### src/rtl/vga_timing_monitor.sv
// On-board checker for the 800x600@72 VGA stream: measures sync period/width,
// flags timing and blanking violations, counts locked frames and CRCs the picture.
module vga_timing_monitor #(
    parameter int unsigned H_TOTAL  = 1040,
    parameter int unsigned H_SYNC   = 120,
    parameter int unsigned H_BP     = 64,
    parameter int unsigned H_ACTIVE = 800,
    parameter int unsigned V_TOTAL  = 666,
    parameter int unsigned V_SYNC   = 6,
    parameter int unsigned V_BP     = 23,
    parameter int unsigned V_ACTIVE = 600
) (
    input  logic        clk,
    input  logic        n_rst_async,
    input  logic        vga_r,
    input  logic        vga_g,
    input  logic        vga_b,
    input  logic        vga_hsync,
    input  logic        vga_vsync,
    input  logic        clear,
    output logic        locked,
    output logic        err_hperiod,
    output logic        err_hwidth,
    output logic        err_vperiod,
    output logic        err_vwidth,
    output logic        err_blank,
    output logic [15:0] frame_count,
    output logic [15:0] frame_crc,
    output logic        crc_valid
);

    localparam logic [11:0] CNT_MAX = '1;
    localparam logic [11:0] HT      = 12'(H_TOTAL);
    localparam logic [11:0] HS      = 12'(H_SYNC);
    localparam logic [11:0] VT      = 12'(V_TOTAL);
    localparam logic [11:0] VS      = 12'(V_SYNC);
    localparam logic [11:0] HA_LO   = 12'(H_SYNC + H_BP + 1);
    localparam logic [11:0] HA_HI   = 12'(H_SYNC + H_BP + H_ACTIVE + 1);
    localparam logic [11:0] VA_LO   = 12'(V_SYNC + V_BP);
    localparam logic [11:0] VA_HI   = 12'(V_SYNC + V_BP + V_ACTIVE);
    localparam logic [15:0] CRC_INIT = 16'hFFFF;

    typedef enum logic [1:0] {
        SEARCH,
        SYNCING,
        LOCKED
    } state_t;

    state_t      state;
    logic        hs_prev, vs_prev;
    logic [11:0] hcnt, hw, vcnt, vw;
    logic [11:0] vcnt_base, vcnt_next, vw_base, vw_next;
    logic [15:0] crc, crc_px, crc_cur;
    logic        hs_rise, hs_fall, vs_rise, vs_fall;
    logic        m_hper, m_hw, m_vper, m_vw, any_mis;
    logic        active, rgb_any;

    function automatic logic [15:0] crc_bit(input logic [15:0] c, input logic d);
        crc_bit = {c[14:0], 1'b0} ^ ((c[15] ^ d) ? 16'h1021 : 16'h0000);
    endfunction

    always_comb begin
        hs_rise = vga_hsync & ~hs_prev;
        hs_fall = ~vga_hsync & hs_prev;
        vs_rise = vga_vsync & ~vs_prev;
        vs_fall = ~vga_vsync & vs_prev;

        m_hper  = hs_rise && (hcnt != HT);
        m_hw    = hs_fall && (hw != HS);
        m_vper  = vs_rise && (vcnt != VT);
        m_vw    = vs_fall && (vw != VS);
        any_mis = m_hper | m_hw | m_vper | m_vw;

        active  = (hcnt >= HA_LO) && (hcnt < HA_HI) && (vcnt >= VA_LO) && (vcnt < VA_HI);
        rgb_any = vga_r | vga_g | vga_b;

        crc_px  = crc_bit(crc_bit(crc_bit(crc, vga_r), vga_g), vga_b);
        crc_cur = active ? crc_px : crc;

        // An hsync rise coinciding with the vsync rise is counted as the first line of the new frame.
        vcnt_base = vs_rise ? '0 : vcnt;
        vcnt_next = (hs_rise && (vcnt_base != CNT_MAX)) ? vcnt_base + 12'd1 : vcnt_base;
        vw_base   = vs_rise ? '0 : vw;
        vw_next   = (hs_rise && vga_vsync && (vw_base != CNT_MAX)) ? vw_base + 12'd1 : vw_base;
    end

    always_ff @(posedge clk or negedge n_rst_async) begin
        if (!n_rst_async) begin
            hs_prev <= 1'b0;
            vs_prev <= 1'b0;
            hcnt    <= '0;
            hw      <= '0;
            vcnt    <= '0;
            vw      <= '0;
            crc     <= CRC_INIT;
        end else begin
            hs_prev <= vga_hsync;
            vs_prev <= vga_vsync;
            if (hs_rise)
                hcnt <= 12'd1;
            else if (hcnt != CNT_MAX)
                hcnt <= hcnt + 12'd1;
            if (vga_hsync) begin
                if (hs_rise)
                    hw <= 12'd1;
                else if (hw != CNT_MAX)
                    hw <= hw + 12'd1;
            end
            vcnt <= vcnt_next;
            vw   <= vw_next;
            crc  <= vs_rise ? CRC_INIT : crc_cur;
        end
    end

    always_ff @(posedge clk or negedge n_rst_async) begin
        if (!n_rst_async) begin
            state       <= SEARCH;
            locked      <= 1'b0;
            err_hperiod <= 1'b0;
            err_hwidth  <= 1'b0;
            err_vperiod <= 1'b0;
            err_vwidth  <= 1'b0;
            err_blank   <= 1'b0;
            frame_count <= '0;
            frame_crc   <= '0;
            crc_valid   <= 1'b0;
        end else begin
            crc_valid <= 1'b0;
            if (clear) begin
                state       <= SEARCH;
                locked      <= 1'b0;
                err_hperiod <= 1'b0;
                err_hwidth  <= 1'b0;
                err_vperiod <= 1'b0;
                err_vwidth  <= 1'b0;
                err_blank   <= 1'b0;
                frame_count <= '0;
            end else begin
                case (state)
                    SEARCH: begin
                        if (vs_rise)
                            state <= SYNCING;
                    end
                    SYNCING: begin
                        if (any_mis) begin
                            state <= SEARCH;
                        end else if (vs_rise) begin
                            state  <= LOCKED;
                            locked <= 1'b1;
                        end
                    end
                    LOCKED: begin
                        if (any_mis) begin
                            err_hperiod <= err_hperiod | m_hper;
                            err_hwidth  <= err_hwidth  | m_hw;
                            err_vperiod <= err_vperiod | m_vper;
                            err_vwidth  <= err_vwidth  | m_vw;
                            locked      <= 1'b0;
                            state       <= SEARCH;
                        end else if (vs_rise) begin
                            frame_crc   <= crc_cur;
                            crc_valid   <= 1'b1;
                            frame_count <= frame_count + 16'd1;
                        end
                        if (rgb_any && !active)
                            err_blank <= 1'b1;
                    end
                    default: begin
                        state  <= SEARCH;
                        locked <= 1'b0;
                    end
                endcase
            end
        end
    end

endmodule

### config.mk
export PLATFORM = sky130hd
export DESIGN_NAME = vga_timing_monitor
export DESIGN_NICKNAME = d
export VERILOG_FILES = /design/src/rtl/vga_timing_monitor.sv
export SDC_FILE = /design/constraint.sdc
export NUM_CORES = 1
export LEC_CHECK = 0
export ABC_AREA = 1
export BUFFER_PORTS_ARGS = -buffer_cell sky130_fd_sc_hd__buf_2
export CAP_MARGIN = 20
export CORE_UTILIZATION = 60
export CTS_CLUSTER_DIAMETER = 100
export DETAILED_ROUTE_END_ITERATION = 8
export GPL_ROUTABILITY_DRIVEN = 0
export HOLD_SLACK_MARGIN = 0.06
export PLACE_DENSITY = 0.76
export SLEW_MARGIN = 20
export SYNTH_ARGS = -nofsm -noshare
export SYNTH_HDL_FRONTEND = slang
export SYNTH_SLANG_ARGS = --single-unit
export TNS_END_PERCENT = 10
### constraint.sdc
create_clock -name clk -period 3.05 [get_ports clk]
set_clock_uncertainty 0.15 [all_clocks]
set_input_delay 0.61 -clock clk [delete_from_list [all_inputs] [get_ports clk]]
set_output_delay 0.61 -clock clk [all_outputs]
set_load 0.02 [all_outputs]
==> Word-level counts from Yosys, hierarchy flattened <==
Cells that the tools add are included.
{ "totals": {"elab_cells": 141, "output_inout_bits": 39, "register_bits": 107} }
{ "op_classes": {"mux": 47, "n_addsub": 5, "eq_ne": 17, "bitwise": 25, "n_lt_le_gt_ge": 4, "n_reduce_logical": 26} }
{ "ops": {"columns": ["operator", "n"], "rows": [
  ["2-to-1 mux 12 bit", 8],
  ["2-to-1 mux 16 bit", 6],
  ["adder 12 x 1 -> 12 bit (second input constant)", 4],
  ["!= test 12 bit (second input constant)", 4],
  ["bitwise XOR 16 x 13 -> 16 bit", 3],
  ["2-to-1 mux 13 bit", 3],
  ["< comparator 12 x 10 -> 1 bit (second input constant)", 2],
  ["2-to-1 mux 1 bit", 23],
  ["adder 16 x 1 -> 16 bit (second input constant)", 1],
  ["greater-or-equal comparator 12 x 5 -> 1 bit (second input constant)", 1],
  ["greater-or-equal comparator 12 x 8 -> 1 bit (second input constant)", 1],
  ["!= test 12 x 10 -> 1 bit (second input constant)", 1],
  ["!= test 12 x 11 -> 1 bit (second input constant)", 1],
  ["!= test 12 x 3 -> 1 bit (second input constant)", 1],
  ["!= test 12 x 7 -> 1 bit (second input constant)", 1],
  ["!= test 3 bit (second input constant)", 4],
  ["nonzero test 2 bit", 6],
  ["logical AND 1 bit", 11],
  ["2-to-1 mux 2 bit", 5],
  ["bitwise OR 1 bit", 9],
  ["AND reduction 4 bit", 2],
  ["NOT 1 bit", 6],
  ["case mux 2 bit (3 select lines)", 1],
  ["AND reduction 2 bit", 3],
  ["10 further kinds", 17]
]} }

==> Longest topological paths before layout <==
{ "logic_depth": {"word_depth": 11, "ltp_mapped": 17, "mapped_depth_nobuf": 15} }

==> Worst setup path after synthesis <==
OpenSTA, ideal clock, no wires.
{ "synth_path": {"path_kind": "input port to flip-flop", "from": "input port vga_vsync", "to": "register vcnt[4]", "arrival_ns": 2.377, "setup_time_ns": 0.117, "n_path_buf": 3, "required_ns": 2.783, "stages": 16, "slack_ns": 0.406, "cell_sequence": "nand2_2 inv_2 buf_6 buf_6 nor2_1 ha_1 inv_1 nor3_4 nand2_2 nor2_2 nand3_2 nand2_4 inv_2 buf_6 nand3b_1 nand2_1"} }
{ "synth_between": {"elab_chain_len": 5, "elab_cells_between_ends": 6, "classes_between": "1 x add/sub; 1 x eq/ne; 2 x mux; 1 x bitwise; 1 x reduce/logical"} }
{ "synth_rtl": {"columns": ["element", "line_no", "rtl"], "rows": [
  ["from (decl)", "19", "input logic vga_vsync,"],
  ["bitwise AND 1 bit (*)", "65", "vs_rise = vga_vsync & ~vs_prev;"],
  ["2-to-1 mux 12 bit (*)", "81", "vcnt_base = vs_rise ? '0 : vcnt;"],
  ["parallel branches: the longest is 2 deep, another holds adder 12 x 1 -> 12 bit", null, null],
  ["2-to-1 mux 12 bit (*)", "82", "vcnt_next = (hs_rise && (vcnt_base != CNT_MAX)) ? vcnt_base + 12'd1 : vcnt_base;"],
  ["via vcnt_next[4]", "52", "logic [11:0] vcnt_base, vcnt_next, vw_base, vw_next;"],
  ["to (signal assigned)", "109", "vcnt <= vcnt_next;"],
  ["to (decl)", "51", "logic [11:0] hcnt, hw, vcnt, vw;"]
]} }
Mark *: on every way through the listed nets, which the timed path passes.
A chain may end at the register's enable or synchronous reset.

==> Final worst setup path <==
{ "layout_path": {"from": "register hcnt[0]", "to": "register frame_crc[5]"} }
{ "layout_between": {"elab_chain_len": 7, "elab_cells_between_ends": 13, "classes_between": "2 x order compare; 1 x eq/ne; 1 x mux; 4 x bitwise; 5 x reduce/logical"} }
{ "layout_rtl": {"columns": ["element", "line_no", "rtl"], "rows": [
  ["from (decl)", "51", null],
  ["from (signal assigned)", "102", "hcnt <= hcnt + 12'd1;"],
  ["parallel branches: the longest is 7 deep, another holds greater-or-equal comparator 12 x 8 -> 1 bit", null, null],
  ["to (signal assigned)", "161", "frame_crc <= crc_cur;"],
  ["to (decl)", "28", "output logic [15:0] frame_crc,"]
]} }
Several ways; the timed one is not identified.

==> impl_metrics.json <==
{
  "ys_top_cells_by_area": "dfrtp_1 37%, nand2_1 13%, nand3_1 7.5%",
  "utilization_pct": 67.8,
  "ys_ff_latch": 107,
  "final_area_sq_um": 6660,
  "syn_inst": 786,
  "grt_setup_unrepaired": "no",
  "p_per_area_nw_per_um2": 411,
  "synth.avg_cell_area_sq_um": 7.80,
  "r2r_start": "hcnt[0]",
  "die_height_microns": 103,
  "clockBufferDepth": 2,
  "synth_area_sq_um": 6130,
  "io_pins": 47,
  "seq_area_sq_um": 2700,
  "maxSlewViolCount": 0,
  "cp-end-kind": "flop",
  "numCtsBuffers": 9,
  "route.vias.total": 5346,
  "worst_skew_pair.late_latency_ns": 0.38,
  "path_max_fanout": 17,
  "drtPass1Iterations": 8,
  "cpPeakStageDelay_ns": 0.45,
  "antenna_found_initial": 0,
  "yosysWarnings": 0,
  "crit_arrival_ns": 2.66,
  "detail_route.wl_per_cell_microns": 13.6,
  "ys_types": 39,
  "dieArea_sq_um": 10600,
  "tritoncts": "yes",
  "hold_viol": 0,
  "period_needed_ns": 2.54,
  "post_drt_via_cell_ratio": 5.53,
  "post_dp_cell_area_sq_um": 6460,
  "start_util_pct": 62.4,
  "finalSetupTns_ns": 0,
  "grt_overflow": 0,
  "final_common_cell": "nand2_1",
  "outcome": "complete, no violations",
  "r2r-end": "frame_crc[5]",
  "r2r_slack_ns": 0.51,
  "drive_gt1_share_pct": 15.7,
  "hold_path.class": "input port to asynchronous set/reset pin",
  "rows": 36,
  "max_cap_violations": 0,
  "grt_pass1_vias": 5052,
  "post-route-period-util_pct": 83.4,
  "synth_fp_nets": 802,
  "grt_pass1_wl_microns": 22400,
  "drt-total-wl_microns": 13200,
  "grt_usage_pct": 27.0,
  "timing.fmax_mhz": 393,
  "cp_common_cell": "nand2_1",
  "die_w_microns": 103,
  "cpMaxStageDelayCell": "dfrtp_1",
  "fillers": 847,
  "io_buffers": 46,
  "postCtsHoldBufs": 0,
  "synth_seq_area_share_pct": 44.0,
  "multi_input_area_sq_um": 2980,
  "area_delta_synth_final_pct": 8.59,
  "clock-root-buffer": "clkbuf_8",
  "startpoint_type": "flop",
  "worst-slew-pin-transition_ns": 0.706,
  "reg2reg_depth": 13,
  "diodes": 0,
  "cts_resized": 0,
  "crit_type": "flop to flop",
  "crit_chain": "inv_1 > ha_1 > inv_1 > nor2_1 > o21ai_0 > nand2_1 > nand2_1 > nor2_4 > nand2_2 > nand2_1 > nand2_1 > nand2_1 > nand2_1",
  "synth_top_cell_by_area": "dfrtp_1",
  "clkSlewWorstSetupHoldPaths_ns": 0.10,
  "maxSlewHeadroom_pct": 52.8,
  "grt_max_degree": 46,
  "post_cts_buffers": 0,
  "vdd_drop_max_mv": 0.260,
  "cts_max_level": 3,
  "dp_hpwl_microns": 9660,
  "route.detailed.drc": 0,
  "synth_top_area_share_pct": 37.2,
  "leakage_nw": 3.24,
  "postRouteAntennaNets": 0,
  "core_sq_um": 9820,
  "setup_viol": 0,
  "cp.required_ns": 3.16,
  "clock-sinks": 107,
  "final_nets": 845,
  "drtIter0Drc": 335,
  "final_cell_mix": "212 x nand2_1, 92 x nand3_1, 91 x dfrtp_1, 68 x inv_1, 64 x nor2_1"
}
synth_stat cells:
cell / count
a211oi_1: 3
a21oi_1: 14
a31oi_1: 3
buf_1: 3
buf_2: 8
buf_6: 6
clkbuf_1: 4
clkinv_2: 1
dfrtp_1: 91
dfstp_2: 16
ha_1: 8
inv_1: 68
inv_2: 15
nand2_1: 212
nand2_2: 6
nand2_4: 3
nand3_1: 92
nand3_2: 2
nand3b_1: 14
nand3b_4: 1
nand4_1: 13
nor2_1: 64
nor2_2: 11
nor2_4: 3
nor2_8: 1
nor3_1: 25
nor3_2: 1
nor3_4: 2
nor3b_2: 1
nor4_1: 3
o211ai_1: 1
o21a_1: 2
o21ai_0: 27
o21ai_1: 11
o21ai_2: 2
o21bai_1: 2
or3_1: 1
xnor2_1: 21
xor2_1: 25
power by group:
group / switching [mW] / leakage [nW] / internal, mW
registers: 0.0540 / 1.42 / 1.48
clock network: 0.475 / 0.0978 / 0.407
logic: 0.228 / 1.73 / 0.0989
metrics by stage:
step | setup slack (ns) | hold WS (ns) | total power [mW] | instances
3_5_place_dp | 0.285 | 0.322 | 1.88 | 951
5_1_grt | 0.250 | 0.121 | 2.86 | 967
3_3_place_gp | 0.425 | 0.316 | 1.87 | 951
4_1_cts | 0.554 | 0.0863 | 2.76 | 967
6_report | 0.507 | 0.0755 | 2.74 | 967
2_1_floorplan | 0.406 | 0.164 | 1.77 | 786
sequential cells by signal, indices dropped and copies added, names as in the netlist, 2 cells and up:
register / flops
crc: 16
vw: 12
hw: 12
state: 2
frame_crc: 16
hcnt: 12
frame_count: 16
vcnt: 12
worst max path at each step:
stage	startpoint	endpoint	slack, ns	cells past startpoint
after floorplan	vga_vsync	vcnt[4]	0.41	16
after global placement	vga_vsync	vcnt[4]	0.42	14
after detailed placement	vga_vsync	vcnt[2]	0.28	14
after CTS	hcnt[0]	frame_crc[5]	0.55	13
after global routing	hcnt[0]	frame_crc[5]	0.25	13
final	hcnt[0]	frame_crc[5]	0.51	13
kinds of logic (layout without fill, tap and decap cells):
family | count (synthesis) | count (layout) | synth area share, %
AOI/OAI and AO/OA | 65 | 65 | 5.82
xor gates and xnor gates | 46 | 46 | 6.57
adders and majority gates | 8 | 8 | 1.63
buffers and inverters | 105 | 153 | 7.35
DFF | 107 | 107 | 44.0
and+or+nand+nor | 455 | 455 | 34.6
area by class of cell:
cell class	instances	area share, %
Clock inverter	3	0.714
Multi-Input combinational cell	574	44.8
Sequential cell	107	40.5
Inverter	84	4.76
Tap cell	133	2.50
Timing Repair Buffer	53	4.47
Clock buffer	13	2.24
routing by layer:
metal,up-vias,share of wire (%),global-route usage (%)
met5,-,0,0
met3,27,4.3,3.59
met1,2549,44,35.0
met2,151,49,45.7
met4,0,2.3,11.4
li1,2619,-,-
worst max-delay path, delay by kind of cell, from the launching register on:
| kind | cells | cell delay, ns |
|---|---|---|
| flip-flops | 1 | 0.45 |
| buffers and inverters | 2 | 0.20 |
| AO/OA/AOI/OAI | 1 | 0.13 |
| AND/OR/NAND/NOR | 9 | 1.31 |
| adder cells (fa/ha/maj) | 1 | 0.20 |
Note: power is estimated with default switching activity, not from simulation.
